## src/rtl/led_sweep_ctrl.sv

```systemverilog
// led_sweep_ctrl
//   Bouncing-light controller for an LED bank. A single lit LED sweeps from
//   MSB to LSB and back. Each step is taken on a prescaler tick whose period
//   is DIV_BASE >> speed clocks, with a minimum of 1. A run starts on 'start',
//   aborts on 'stop', and ends on its own after a latched number of direction
//   reversals. A bounce_limit of 0 means the run never ends by itself.
//
// Ports
//   clock        sole clock, rising edge
//   reset        synchronous, active-high, dominates all inputs
//   start        one-cycle command, begins a run from IDLE only
//   stop         one-cycle command, aborts a run; wins over start and tick
//   speed[1:0]   live rate select, tick period = DIV_BASE >> speed (min 1)
//   bounce_limit reversals per run, latched at start; 0 = unlimited
//   leds         one-hot pattern while running, zero otherwise
//   dir          0 = moving toward LSB, 1 = moving toward MSB
//   busy         high while sweeping (RIGHT/LEFT)
//   bounces      reversals in the current/last run, saturating at 255
//   done         one-cycle pulse when a run ends by reaching the limit
module led_sweep_ctrl #(
  parameter int WIDTH    = 18,
  parameter int DIV_BASE = 12_500_000,
  parameter int DIV_W    = 24
) (
  input  logic             clock,
  input  logic             reset,
  input  logic             start,
  input  logic             stop,
  input  logic [1:0]       speed,
  input  logic [7:0]       bounce_limit,
  output logic [WIDTH-1:0] leds,
  output logic             dir,
  output logic             busy,
  output logic [7:0]       bounces,
  output logic             done
);

  typedef enum logic [1:0] {
    IDLE   = 2'd0,
    RIGHT  = 2'd1,
    LEFT   = 2'd2,
    FINISH = 2'd3
  } state_t;

  localparam logic [DIV_W-1:0] BASE    = DIV_W'(DIV_BASE);
  localparam logic [DIV_W-1:0] ONE     = DIV_W'(1);
  localparam logic [WIDTH-1:0] MSB_ONE = {1'b1, {(WIDTH-1){1'b0}}};

  state_t           state;
  logic [DIV_W-1:0] cnt;
  logic [DIV_W-1:0] shifted;
  logic [DIV_W-1:0] period;
  logic [7:0]       limit;
  logic             tick;
  logic [7:0]       bounces_nx;
  logic             hit_limit;

  // Reversal counter saturates rather than wrapping.
  function automatic logic [7:0] sat_inc8(input logic [7:0] v);
    return (v == 8'hFF) ? v : v + 8'd1;
  endfunction

  // Tick uses >= so a live speed increase never lets cnt run past the
  // new, shorter period.
  always_comb begin
    shifted    = BASE >> speed;
    period     = (shifted == '0) ? ONE : shifted;
    tick       = (cnt >= (period - ONE));
    bounces_nx = sat_inc8(bounces);
    hit_limit  = (limit != 8'd0) && (bounces_nx >= limit);
  end

  always_ff @(posedge clock) begin
    if (reset) begin
      state   <= IDLE;
      leds    <= '0;
      dir     <= 1'b0;
      busy    <= 1'b0;
      bounces <= 8'd0;
      done    <= 1'b0;
      cnt     <= '0;
      limit   <= 8'd0;
    end else begin
      done <= 1'b0;
      unique case (state)
        IDLE: begin
          cnt  <= '0;
          leds <= '0;
          dir  <= 1'b0;
          busy <= 1'b0;
          if (start && !stop) begin
            state   <= RIGHT;
            leds    <= MSB_ONE;
            busy    <= 1'b1;
            bounces <= 8'd0;
            limit   <= bounce_limit;
          end
        end

        RIGHT, LEFT: begin
          if (stop) begin
            state <= IDLE;
            leds  <= '0;
            dir   <= 1'b0;
            busy  <= 1'b0;
            cnt   <= '0;
          end else if (tick) begin
            cnt <= '0;
            if ((state == RIGHT) ? !leds[0] : !leds[WIDTH-1]) begin
              leds <= (state == RIGHT) ? (leds >> 1) : (leds << 1);
            end else begin
              // At an end: hold the LED for one tick of dwell and reverse.
              bounces <= bounces_nx;
              dir     <= (state == RIGHT);
              if (hit_limit) begin
                state <= FINISH;
                done  <= 1'b1;
                leds  <= '0;
                busy  <= 1'b0;
              end else begin
                state <= (state == RIGHT) ? LEFT : RIGHT;
              end
            end
          end else begin
            cnt <= cnt + ONE;
          end
        end

        FINISH: begin
          state <= IDLE;
          dir   <= 1'b0;
          leds  <= '0;
          busy  <= 1'b0;
          cnt   <= '0;
        end

        default: state <= IDLE;
      endcase
    end
  end

endmodule

```

## config.mk

```make
export PLATFORM = sky130hd
export DESIGN_NAME = led_sweep_ctrl
export DESIGN_NICKNAME = d
export VERILOG_FILES = /design/src/rtl/led_sweep_ctrl.sv
export SDC_FILE = /design/constraint.sdc
export NUM_CORES = 1
export LEC_CHECK = 0
export ABC_AREA = 1
export ABC_CLOCK_PERIOD_IN_PS = 2250
export CAP_MARGIN = 10
export CORE_MARGIN = 1
export CORE_UTILIZATION = 26
export DETAILED_ROUTE_END_ITERATION = 16
export MAX_ROUTING_LAYER = met4
export SETUP_SLACK_MARGIN = 0.1
export SYNTH_ARGS = -nofsm -noshare
export SYNTH_HDL_FRONTEND = slang
export SYNTH_SLANG_ARGS = --single-unit
```

## constraint.sdc

```tcl
create_clock -name clock -period 2.25 [get_ports clock]
set_input_delay 0.3375 -clock clock [delete_from_list [all_inputs] [get_ports clock]]
set_output_delay 0.3375 -clock clock [all_outputs]
set_load 0.05 [all_outputs]
```

==> metrics <==
most frequent cell after synthesis nand2_1; CTS Buf Count 9; routed via count 3879; first-pass GRT wire length 16750 µm; maximum fanout along the worst path 8; Int Pwr 3.021 mW; clock skew 0.008455 ns; Setup Crit Path Kind reg2reg; initial detailed-routing violation count 153; CORE AREA 15150 µm²; crit-path most repeated cell nand2_1; Antenna Nets Post-Route 0; max-slew violations 0; die area about 16000 µm²; drt first pass iters 4; vias in the first global route 3568; Syn Area/Cell between 6 and 7 µm²; placed cell count 844; Max Cap Viol 0; layout cells sized above 1 0.2148; initial antenna violation count 0; DP Worst Slack -0.5034 ns; unrepaired setup endpoints after global routing yes; Clk Latency, worst-skew pair 0.33 ns; leakage 2.338 nW; DRC violations left 0; CTS Hold Bufs 0; Final Util 0.3656; Tmin final 2.452 ns; startpoint types register; sequential power share 0.281; # diodes 0; Syn. warnings 0; worst hold-check path type reg2reg; Slowest cell on crit path dfxtp_4; worst setup margin -0.2018 ns; prevailing post-synth register cell dfxtp_1; Worst-path clk slew about 0.05 ns; Chip Width 126.5 µm; GRT Util Overall 0.1341; TritonCTS clock tree done; drt via density 4.495; Clock power frac 0.283; Synth area leaders dfxtp_1, nand2_1, ha_1, nor2_1, inv_1; Routed wire per std cell roughly 12 µm; post-DP HPWL 7479 µm; combinational fraction of design power 0.436; Die H 126.5 µm; Bufs on Longest Clock Path 2; status finished, violations left; Area Growth Syn to Fin 37.45%; cell taking the most area after synthesis dfxtp_1; Syn Std Cell Area 4029 µm²; fmax 407.9 MHz; Worst slew margin 0.6347; WHS 0.4664 ns; Crit path required time 2.47 ns; final hold violations 0; area fraction of the dominant cell type after synthesis 0.3130; boundary pin count 43; Final setup viols 21; post-route cell area 5538 µm²; Nets about 720; Sw Ratio 0.4037; initial core utilization 0.2660; Setup crit end kind register; register area share after synthesis 0.3130; total power 5.066 mW; RR Startpoint bounces[0]$_SDFFE_PP0P_; Placer Congestion between 0.8 and 0.9; final cell count without fillers around 860; net switching power 2.045 mW; count of unique library cells instantiated by Yosys 40; cell count after synthesis around 590; CTS sink cnt 63; worst-margin pin slew 0.5430 ns; Critical Path Max Stage Delay 0.36 ns; critical path, cell by cell ha_4 -> nand2_4 -> nor2_4 -> nand4_4 -> xor2_2 -> inv_2 -> ha_4 -> inv_2 -> nand2_1 -> nand3_1 -> nand3_1 -> nand2_1 -> nand2_1 -> nand2_2 -> nand3_4 -> nand2_8 -> clkbuf_16 -> o21ai_2 -> nor2_1; largest net degree at the start of global routing 24; Post-synth EDFFs 0; fin crit share 1.090; DRT Wirelength 10140 µm; setup TNS -3.100 ns; # port buffers 42; Synth top cells by count nand2_1, nor2_1, inv_1; H-Tree Level Count 3; hold_sp cnt[0]$_SDFF_PP0_; clock root cell clkbuf_16; cell row count 45; global route overflow 0; CP Launch Point bounces[0]$_SDFFE_PP0P_; maximum vdd drop 0.6396 mV; Async S/R FF share, synth 0; PD cells slightly above 900 nW/µm²; synthesized flop and latch total 63; Post-DP Area 4995 µm²; crit path DAT 2.67 ns; failing checks setup timing
[flip-flops by register name (all words and copies together) (netlist names)]
signal and count:
leds 18, bounces 8, done 1, state 2
limit 8, busy 1, cnt 24, dir 1
[kinds of logic (layout without fill, tap and decap cells)]
logic type / count (synthesis) / count (layout) / synth area share
adders and majority gates: 34 / 34 / 0.1056
DFF: 63 / 63 / 0.3130
buffers and inverters: 98 / 185 / 0.1000
other: 2 / 4 / 0.001864
and+or+nand+nor: 288 / 288 / 0.3311
AOI/OAI and AO/OA: 91 / 91 / 0.1267
xor gates and xnor gates: 10 / 10 / 0.02174
[placed cells by master (no fill, tap or decap), types with 12 or more instances in the layout]
| cell | instances |
|---|---|
| nand2_1 | 121 |
| nor2_1 | 78 |
| inv_1 | 75 |
| dfxtp_1 | 56 |
| a21oi_1 | 41 |
| clkdlybuf4s50_1 | 40 |
| buf_4 | 40 |
| ha_1 | 29 |
| o21ai_0 | 13 |
| nand2_2 | 12 |
| nor2_2 | 12 |
| clkbuf_16 | 12 |
[power groups by stage]
stage,combinational [mW],clock [mW],sequential (mW)
finish,2.21,1.44,1.42
global route,2.39,1.53,1.44
CTS,1.99,1.48,1.42
detailed placement,1.97,0,1.44
global placement,1.97,0,1.44
floorplan,0.986,0,1.82
[critical path, delay by kind of cell, from the launching register on]
family	cells	cell delay (ns)
and+or+nand+nor	12	0.95
DFF	1	0.36
buffers and inverters	3	0.26
xor gates and xnor gates	1	0.24
adders and majority gates	2	0.40
AOI/OAI and AO/OA	1	0.13
[path summary, 6_finish.rpt]
path,to,slack [ns],cells past startpoint
hold reg to reg,cnt[0]$_SDFF_PP0_,0.47,1
setup / recovery,leds[5]$_SDFFE_PP0P_,-0.20,19
setup reg to reg,leds[5]$_SDFFE_PP0P_,-0.20,19
hold / removal,cnt[0]$_SDFF_PP0_,0.47,1
[what timing repair did]
action / in CTS / in global routing
pin swaps: 1 / 20
cloned: 0 / 2
resized for setup: 6 / 43
setup buffers: 1 / 1
setup endpoints to repair: 55 / 55
[metal layers]
metal,track usage,vias to the layer above,wire [µm]
met4,0.03969,0,130
met5,-,-,0
met2,0.2012,52,4433
met3,0.02952,11,382
met1,0.1793,1758,5190
li1,-,2058,-
[area by class of cell]
cell class | instances | area [µm²]
clock buffers | 12 | 267.8
clock inverters | 3 | 40.04
fillers | 1542 | 9608
inverters | 82 | 317.8
multi-input cells | 427 | 2579
flip-flops and latches | 63 | 1275
well taps | 188 | 235.2
repair buffers | 88 | 823.3
Note: power is estimated with default switching activity, not from simulation.
